--- config.mk ---
export PLATFORM = sky130hd
export DESIGN_NAME = fog_param_estimator
export DESIGN_NICKNAME = d
export VERILOG_FILES = /design/src/rtl/fog_param_estimator.sv
export SDC_FILE = /design/constraint.sdc
export NUM_CORES = 1
export LEC_CHECK = 0
export CAP_MARGIN = 30
export CORE_ASPECT_RATIO = 2
export CORE_MARGIN = 1.5
export CORE_UTILIZATION = 28
export CTS_BUF_LIST = sky130_fd_sc_hd__clkbuf_4 sky130_fd_sc_hd__clkbuf_8 sky130_fd_sc_hd__clkbuf_16
export DETAILED_ROUTE_END_ITERATION = 8
export RECOVER_POWER = 25
export SKIP_LAST_GASP = 1
export SLEW_MARGIN = 20
export SYNTH_ARGS = -nofsm -noshare
export SYNTH_HDL_FRONTEND = slang
export SYNTH_SLANG_ARGS = --single-unit
--- constraint.sdc ---
create_clock -name pixelclk -period 4.2 [get_ports pixelclk]
set_clock_uncertainty 0.2 [all_clocks]
set_input_delay 1.26 -clock pixelclk [delete_from_list [all_inputs] [get_ports pixelclk]]
set_output_delay 1.26 -clock pixelclk [all_outputs]
set_load 0.05 [all_outputs]
--- src/rtl/fog_param_estimator.sv ---
`default_nettype none
// ============================================================================
//  Module      : fog_param_estimator
//  Description : Streaming haze-parameter estimator. Computes a per-pixel
//                transmittance from the dark channel (min of R,G,B) and a
//                per-frame atmospheric light estimate (maximum dark channel
//                value, clamped and optionally IIR-smoothed across frames).
//                The video stream is passed through with a fixed latency of
//                4 cycles so the sidebands line up with the pixels.
//  Ports       : pixelclk        - pixel clock, rising edge
//                reset_n         - asynchronous active-low reset
//                i_rgb           - pixel {R[23:16], G[15:8], B[7:0]}
//                i_hsync/i_vsync - sync inputs (vsync active high)
//                i_de            - data enable
//                o_rgb           - i_rgb delayed 4 cycles
//                o_transmittance - per-pixel transmittance aligned to o_rgb
//                o_dark_max      - atmospheric light, constant within a frame
//                o_hsync/o_vsync/o_de - syncs delayed 4 cycles
//                o_frame_valid   - high once a frame estimate was latched
//  Revision    : 1.0 - initial release
// ============================================================================
module fog_param_estimator #(
    parameter int unsigned OMEGA  = 243,
    parameter int unsigned T_MIN  = 26,
    parameter int unsigned A_MIN  = 128,
    parameter int unsigned A_INIT = 255,
    parameter int unsigned SMOOTH = 1
) (
    input  logic        pixelclk,
    input  logic        reset_n,
    input  logic [23:0] i_rgb,
    input  logic        i_hsync,
    input  logic        i_vsync,
    input  logic        i_de,
    output logic [23:0] o_rgb,
    output logic [7:0]  o_transmittance,
    output logic [7:0]  o_dark_max,
    output logic        o_hsync,
    output logic        o_vsync,
    output logic        o_de,
    output logic        o_frame_valid
);

    localparam logic [7:0] c_omega  = 8'(OMEGA);
    localparam logic [7:0] c_t_min  = 8'(T_MIN);
    localparam logic [7:0] c_a_min  = 8'(A_MIN);
    localparam logic [7:0] c_a_init = 8'(A_INIT);

    // ------------------------------------------------------------------
    // Pipeline stage registers
    // ------------------------------------------------------------------
    logic [7:0]  r_s1_m1;
    logic [7:0]  r_s1_b;
    logic [23:0] r_s1_rgb;
    logic        r_s1_hsync, r_s1_vsync, r_s1_de;

    logic [7:0]  r_s2_dark;
    logic [23:0] r_s2_rgb;
    logic        r_s2_hsync, r_s2_vsync, r_s2_de;

    logic [7:0]  r_s3_prod_hi;
    logic [23:0] r_s3_rgb;
    logic        r_s3_hsync, r_s3_vsync, r_s3_de;

    // Frame statistics
    logic [7:0]  r_run_max;
    logic        r_has_pix;

    // ------------------------------------------------------------------
    // Combinational helpers
    // ------------------------------------------------------------------
    logic [7:0] w_r, w_g, w_b;
    logic [7:0] w_m1;
    logic [7:0] w_dark;
    logic [7:0] w_t;
    logic [7:0] w_t_clamped;
    logic       w_event;
    logic [7:0] w_pix;
    logic [7:0] w_cand;
    logic [7:0] w_cand_c;
    logic [7:0] w_smooth;
    logic [7:0] w_new_dark_max;
    logic       w_has;

    assign w_r  = i_rgb[23:16];
    assign w_g  = i_rgb[15:8];
    assign w_b  = i_rgb[7:0];
    assign w_m1 = (w_r < w_g) ? w_r : w_g;

    assign w_dark = (r_s1_m1 < r_s1_b) ? r_s1_m1 : r_s1_b;

    // 255 - prod[15:8], clamped from below so the defog divide stays bounded
    assign w_t         = 8'd255 - r_s3_prod_hi;
    assign w_t_clamped = (w_t < c_t_min) ? c_t_min : w_t;

    // Frame boundary: rising edge of vsync seen on the S2/S3 delayed copies,
    // so the decision is aligned with the dark values feeding the maximum.
    assign w_event = r_s2_vsync & ~r_s3_vsync;

    // A pixel arriving at S2 on the edge cycle still belongs to the old frame
    assign w_pix    = r_s2_de ? r_s2_dark : 8'd0;
    assign w_cand   = (r_run_max > w_pix) ? r_run_max : w_pix;
    assign w_cand_c = (w_cand < c_a_min) ? c_a_min : w_cand;
    assign w_has    = r_has_pix | r_s2_de;

    // (3*A + cand) / 4 with truncation; 10 bits covers 3*255 + 255
    assign w_smooth = 8'(({2'b00, o_dark_max} * 10'd3 + {2'b00, w_cand_c}) >> 2);

    // The first estimate after reset is taken raw: smoothing toward A_INIT
    // would only drag the first few frames toward a meaningless value.
    assign w_new_dark_max = ((SMOOTH == 0) || !o_frame_valid) ? w_cand_c : w_smooth;

    // ------------------------------------------------------------------
    // Stage 1: min(R,G), hold B, delay stream
    // ------------------------------------------------------------------
    always_ff @(posedge pixelclk or negedge reset_n) begin
        if (!reset_n) begin
            r_s1_m1    <= 8'd0;
            r_s1_b     <= 8'd0;
            r_s1_rgb   <= 24'd0;
            r_s1_hsync <= 1'b0;
            r_s1_vsync <= 1'b0;
            r_s1_de    <= 1'b0;
        end else begin
            r_s1_m1    <= w_m1;
            r_s1_b     <= w_b;
            r_s1_rgb   <= i_rgb;
            r_s1_hsync <= i_hsync;
            r_s1_vsync <= i_vsync;
            r_s1_de    <= i_de;
        end
    end

    // ------------------------------------------------------------------
    // Stage 2: dark channel
    // ------------------------------------------------------------------
    always_ff @(posedge pixelclk or negedge reset_n) begin
        if (!reset_n) begin
            r_s2_dark  <= 8'd0;
            r_s2_rgb   <= 24'd0;
            r_s2_hsync <= 1'b0;
            r_s2_vsync <= 1'b0;
            r_s2_de    <= 1'b0;
        end else begin
            r_s2_dark  <= w_dark;
            r_s2_rgb   <= r_s1_rgb;
            r_s2_hsync <= r_s1_hsync;
            r_s2_vsync <= r_s1_vsync;
            r_s2_de    <= r_s1_de;
        end
    end

    // ------------------------------------------------------------------
    // Stage 3: dark * OMEGA; only the integer byte of the Q8 product is kept
    // ------------------------------------------------------------------
    always_ff @(posedge pixelclk or negedge reset_n) begin
        if (!reset_n) begin
            r_s3_prod_hi <= 8'd0;
            r_s3_rgb     <= 24'd0;
            r_s3_hsync   <= 1'b0;
            r_s3_vsync   <= 1'b0;
            r_s3_de      <= 1'b0;
        end else begin
            r_s3_prod_hi <= 8'((16'(r_s2_dark) * 16'(c_omega)) >> 8);
            r_s3_rgb     <= r_s2_rgb;
            r_s3_hsync   <= r_s2_hsync;
            r_s3_vsync   <= r_s2_vsync;
            r_s3_de      <= r_s2_de;
        end
    end

    // ------------------------------------------------------------------
    // Stage 4: transmittance and output stream
    // ------------------------------------------------------------------
    always_ff @(posedge pixelclk or negedge reset_n) begin
        if (!reset_n) begin
            o_transmittance <= 8'd0;
            o_rgb           <= 24'd0;
            o_hsync         <= 1'b0;
            o_vsync         <= 1'b0;
            o_de            <= 1'b0;
        end else begin
            o_transmittance <= w_t_clamped;
            o_rgb           <= r_s3_rgb;
            o_hsync         <= r_s3_hsync;
            o_vsync         <= r_s3_vsync;
            o_de            <= r_s3_de;
        end
    end

    // ------------------------------------------------------------------
    // Frame maximum and atmospheric light latch
    // ------------------------------------------------------------------
    always_ff @(posedge pixelclk or negedge reset_n) begin
        if (!reset_n) begin
            r_run_max     <= 8'd0;
            r_has_pix     <= 1'b0;
            o_dark_max    <= c_a_init;
            o_frame_valid <= 1'b0;
        end else if (w_event) begin
            // Statistics restart for the new frame whether or not we latch
            r_run_max <= 8'd0;
            r_has_pix <= 1'b0;
            if (w_has) begin
                o_dark_max    <= w_new_dark_max;
                o_frame_valid <= 1'b1;
            end
        end else if (r_s2_de) begin
            r_run_max <= (r_s2_dark > r_run_max) ? r_s2_dark : r_run_max;
            r_has_pix <= 1'b1;
        end
    end

endmodule
`default_nettype wire

== After elaboration in Yosys (flattened, before gate mapping) ==
Cells that the tools add are included.
Widths: inputs -> output; s select.

* Bits in latches: 0
* ROM bits: 0
* Memories kept: 0
* Bits in registers: 166
* Bits in writable memories: 0
* Bits of input ports: 29
* Output and inout bits: 44

* Add/subtract/negate cells: 2
* Bitwise operators: 3
* Multiply operators: 2
* Muxes and demuxes: 12
* Magnitude comparators: 6
* Divide/modulo/power cells: 0
* Equal/unequal tests: 0
* Reductions and logical operators: 4
* Shifts and indexed selects: 0

{| class="wikitable"
|+ Operators with widths
! cell !! number
|-
| $mux 8 || 10
|-
| $gt 8x8->1 || 2
|-
| $lt 8x8->1 || 2
|-
| $mul 8x8->16 const B || 1
|-
| $add 10x8->10 || 1
|-
| $mul 8x2->10 const B || 1
|-
| $lt 8x5->1 const B || 1
|-
| $lt 8x8->1 const B || 1
|-
| $sub 8x8->8 const A || 1
|-
| $reduce_and 2->1 || 2
|-
| $reduce_bool 2->1 || 2
|-
| $mux 1 || 2
|-
| $and 1x1->1 || 1
|-
| $not 1->1 || 1
|-
| $or 1x1->1 || 1
|}

== Logic depth before layout (Yosys ltp) ==
* Word-level depth: 7
* Depth in mapped cells: 22

== Worst setup path before layout ==
Ideal clock, no wire load.

* Path type: reg2reg
* Start: register r_s2_dark[3]
* End: register r_s3_prod_hi[7]
* Clock period less this slack: 4,510 ps
* Stages on the path, launching flop included: 16
* Path slack: -310 ps
* Arrival: 4,184 ps
* Buffers on the path: 0
* Path through: dfrtp_1 -> inv_1 -> fa_1 -> inv_1 -> fa_1 -> inv_1 -> fa_1 -> inv_1 -> fa_1 -> ha_1 -> o21ai_0 -> a21oi_2 -> o41a_1 -> or3_1 -> a31oi_1 -> xnor2_1

* Word-level cells in the longest chain between the ends: 1

{| class="wikitable"
|+ RTL lines
! item !! line !! text
|-
| start, declared || 57 || <nowiki>logic [7:0] r_s2_dark;</nowiki>
|-
| start signal, assigned || 145 || <nowiki>r_s2_dark <= w_dark;</nowiki>
|-
| $mul 8x8->16 || 164 || <nowiki>r_s3_prod_hi <= 8'((16'(r_s2_dark) * 16'(c_omega)) >> 8);</nowiki>
|-
| end signal, assigned || 164 ||
|-
| end, declared || 61 || <nowiki>logic [7:0] r_s3_prod_hi;</nowiki>
|}

Every way passes these cells.
A chain may end at the register's enable or synchronous reset.

== Worst setup path after layout ==
* Start: register r_s2_dark[1]
* End: register r_s3_prod_hi[7]

Same word-level chain as after synthesis.

==> metrics.json <==
{
  "worst_tran_pin_value_ns": 0.684,
  "number_of_buffers_added_by_the_clock_tree_synthesis_step": 17,
  "nNetsFinal": 821,
  "r2r_end": "r_s3_prod_hi[7]",
  "globalRouteOverflowTotal": 0,
  "synth_edf_count": 0,
  "crit_path_cell_trace": "inv_2 > fa_1 > inv_2 > fa_1 > inv_2 > fa_1 > inv_1 > fa_1 > ha_4 > o21ai_2 > a21oi_2 > o41a_1 > or3_1 > a31oi_1 > xnor2_1",
  "floorplan.rows": 82,
  "unrepaired_setup_endpoints_after_global_routing": "true",
  "synth_area_mm2": 0.00709,
  "layout_min_cycle_time_ns": 4.27,
  "drt_iter0_drc": 109,
  "root_buffer": "sky130_fd_sc_hd__clkbuf_16",
  "die_width_um": 116,
  "p_leak_nw": 4.30,
  "grt_use_met1": 0.122,
  "maxSlewHeadroom": 0.541,
  "timing.setup.tns_ns": -0.144,
  "maxCapViolCount": 0,
  "synth-adder-area-share": 0.209,
  "seq_area_frac_synth": 0.559,
  "grt_use_met3": 0.0266,
  "holdCritStartpoint": "r_s2_rgb[0]",
  "power.density_cell_area_mw_per_mm2": 857,
  "r2r_setup_slack_ns": -0.07,
  "combined_area_of_the_multi_input_logic_cells_mm2": 0.00306,
  "drt_drc_violations_left": 0,
  "syn-num-nets": 684,
  "dpl_worst_slack_ns": -0.140,
  "placeableCoreArea_mm2": 0.0249,
  "cp_data_required_time_ns": 4.36,
  "post_detailed_routing_wire_length_um": 16000,
  "slowest_stage_cell_on_the_critical_path": "sky130_fd_sc_hd__fa_1",
  "io_buffers": 72,
  "synthesis.area_per_instance_um2": 12.8,
  "muxShareOfSynthArea": 0.0282,
  "synth_flop_cell": "sky130_fd_sc_hd__dfrtp_1",
  "peak_supply_drop_v": 0.000335,
  "slowest_delay_ns": 0.55,
  "ant_cells": 0,
  "global_route.usage.met2": 0.260,
  "combinational_family_with_the_most_area_after_synthesis": "adder cells",
  "synth-simple-area-share": 0.0655,
  "cp_max_fo": 3,
  "hold_violations": 0,
  "design.die.area_mm2": 0.0264,
  "hold_path.class": "register to register",
  "synth_xor_area_frac": 0.0124,
  "routed_wire_length_per_instance_um": 15.4,
  "synthArstFlopShare": 1.00,
  "tritoncts_num_sinks": 158,
  "crit_top_cell": "sky130_fd_sc_hd__fa_1",
  "globalRoute.busiestLayer": "met2",
  "critPathArrivalTime_ns": 4.43,
  "yosys_register_bits": 158,
  "area_fraction_in_compound_gates_after_synthesis": 0.0847,
  "max_freq_mhz": 234,
  "initial_antenna_violation_count": 0,
  "cts.reportedPaths.clkPinSlew_ns": 0.07,
  "detailedRoute.firstPassIterationCount": 4,
  "violations": "negative setup slack",
  "grt_max_degree": 71,
  "synthesis.yosys.warnings": 0,
  "final-seq-area_mm2": 0.00397,
  "first_global_vias": 5001,
  "critical_path_source_type": "register",
  "clkLatencyLatePin_ns": 0.43,
  "synthToLayoutAreaGrowth_pct": 33.8,
  "grt_usage": 0.131,
  "die_y_um": 228,
  "grt_pass1_wl_um": 25800,
  "synth_cell_types": 48,
  "via_count": 4475,
  "gp_congestion": 0.888,
  "timing_worst_setup_path_type": "register to register",
  "fraction_of_the_cycle_the_final_worst_path_needs": 1.02,
  "postRouteAntennaNets": 0,
  "vias_per_cell": 4.31,
  "nFillCells": 2393,
  "maximum_level_of_the_cts_h_tree": 4,
  "r2r-start": "r_s2_dark[1]",
  "status": "complete, but fails checks",
  "final_layout_size_suffix_gt1_frac": 0.204,
  "worst_r2r_path_depth": 15,
  "netlist_instances": 552,
  "setup_viol": 2,
  "floorplan.initialDensity": 0.284,
  "final-max-slew-violation-count": 0,
  "ctsLongestPathBuffers": 2,
  "floorplan.io_pins": 73,
  "setup.worst_path.end": "r_s3_prod_hi[7]",
  "cts_tree": "done",
  "dp_hpwl_um": 12100,
  "end_kind": "register",
  "crit_path_start": "r_s2_dark[1]",
  "setup_ws_ns": -0.0732
}
-- power by group --
part / internal (mW) / total [mW] / leakage (nW) / switching (mW)
Combinational: 2.11 / 4.52 / 2.16 / 2.41
Sequential: 1.81 / 1.97 / 1.83 / 0.160
Clock: 0.958 / 1.64 / 0.303 / 0.687
-- Yosys cell counts, types with 5 or more instances --
cell type	count	area share
sky130_fd_sc_hd__xnor2_1	8	0.0099
sky130_fd_sc_hd__nand2_1	22	0.012
sky130_fd_sc_hd__inv_1	69	0.037
sky130_fd_sc_hd__dfstp_2	8	0.030
sky130_fd_sc_hd__o21ai_1	21	0.015
sky130_fd_sc_hd__nor2b_1	9	0.0079
sky130_fd_sc_hd__o31ai_1	6	0.0064
sky130_fd_sc_hd__dfrtp_1	150	0.53
sky130_fd_sc_hd__nor3_1	8	0.0056
sky130_fd_sc_hd__a21oi_1	25	0.018
sky130_fd_sc_hd__o21ai_0	6	0.0042
sky130_fd_sc_hd__nand3_1	14	0.0099
sky130_fd_sc_hd__clkbuf_1	5	0.0026
sky130_fd_sc_hd__nand4_1	7	0.0062
sky130_fd_sc_hd__fa_1	26	0.073
sky130_fd_sc_hd__nor2_1	14	0.0074
sky130_fd_sc_hd__a21o_1	5	0.0053
sky130_fd_sc_hd__mux2_1	16	0.025
sky130_fd_sc_hd__o21a_1	10	0.011
sky130_fd_sc_hd__ha_1	77	0.14
-- worst min-delay path by stage --
stage                              to  cells past startpoint
final                     r_s3_rgb[0]                      0
after global routing      r_s3_rgb[0]                      0
after CTS                 r_s3_rgb[0]                      0
after detailed placement    o_rgb[13]                      0
after global placement       o_rgb[2]                      0
after floorplan                  o_de                      0
-- kinds of logic after synthesis --
logic type               after synthesis
XOR/XNOR                              10
multiplexers                          18
AO/OA/AOI/OAI                         94
flip-flops                           158
adder cells (fa/ha/maj)              103
AND/OR/NAND/NOR                       92
buffers and inverters                 77
-- cell type report --
| class | instances | area share |
|---|---|---|
| clock buffer | 17 | 0.0448 |
| multi-input combinational | 317 | 0.322 |
| tap | 336 | 0.0443 |
| inverter | 70 | 0.0277 |
| sequential | 158 | 0.418 |
| timing repair buffer | 125 | 0.121 |
| clock inverter | 15 | 0.0215 |
-- what timing repair did --
item,4_1_cts,5_1_grt
endpoints found under the setup margin,6,8
hold endpoints to repair,0,0
hold buffers,0,0
pin swaps,4,28
setup buffers,2,10
gates resized for setup,4,42
-- cell usage in the layout, fill, tap and decap left out, types with 5 or more instances in the layout --
master / netlist / layout
sky130_fd_sc_hd__o21a_1: 10 / 10
sky130_fd_sc_hd__xnor2_1: 8 / 8
sky130_fd_sc_hd__nor2_1: 14 / 12
sky130_fd_sc_hd__fa_1: 26 / 25
sky130_fd_sc_hd__dfrtp_2: 0 / 5
sky130_fd_sc_hd__o21ai_1: 21 / 19
sky130_fd_sc_hd__nor2b_1: 9 / 8
sky130_fd_sc_hd__dfstp_2: 8 / 8
sky130_fd_sc_hd__nand4_1: 7 / 7
sky130_fd_sc_hd__ha_1: 77 / 69
sky130_fd_sc_hd__ha_4: 0 / 8
sky130_fd_sc_hd__clkbuf_16: 0 / 17
sky130_fd_sc_hd__nor3_1: 8 / 7
sky130_fd_sc_hd__clkdlybuf4s50_1: 0 / 71
sky130_fd_sc_hd__a21oi_2: 3 / 6
sky130_fd_sc_hd__mux2_1: 16 / 16
sky130_fd_sc_hd__buf_4: 0 / 47
sky130_fd_sc_hd__a21o_1: 5 / 5
sky130_fd_sc_hd__o21ai_2: 1 / 5
sky130_fd_sc_hd__inv_1: 69 / 65
sky130_fd_sc_hd__nand2_1: 22 / 20
sky130_fd_sc_hd__dfrtp_1: 150 / 145
sky130_fd_sc_hd__nand3_1: 14 / 14
sky130_fd_sc_hd__a21oi_1: 25 / 22
-- state kept, by name (all words and copies together) (netlist names), 8 cells and up --
signal	count
o_rgb	24
r_s1_rgb	24
r_s2_rgb	24
r_s3_rgb	24
o_dark_max	8
o_transmittance	8
r_run_max	8
r_s1_m1	8
r_s2_dark	8
r_s3_prod_hi	8
-- metal layers --
metal	wire [µm]	part of all wire
met1	5280	0.33
met4	506	0.032
met2	9780	0.61
met5	0	0
met3	400	0.025
-- critical path: cells and delay by family, from the launching register on --
kind            cells  cell delay (ns)
buf+inv             4             0.18
simple gates        1             0.31
flops               1             0.39
xor+xnor            1             0.14
compound gates      4             0.71
fa+ha+maj           5             2.29
-- stage by stage --
stage               instances  total power [mW]  instance area (µm²)   util  hold slack, ns
floorplan                 552              4.80                 7110      -           0.131
CTS                      1028              7.85                 9200  0.369           0.136
global route             1038              8.80                 9490  0.381           0.146
detailed placement        994              6.14                 8550  0.343           0.135
finish                   1038              8.14                 9490  0.381           0.138
global placement          994              6.06                 8550  0.343           0.132
(Power assumes the default switching activity.)
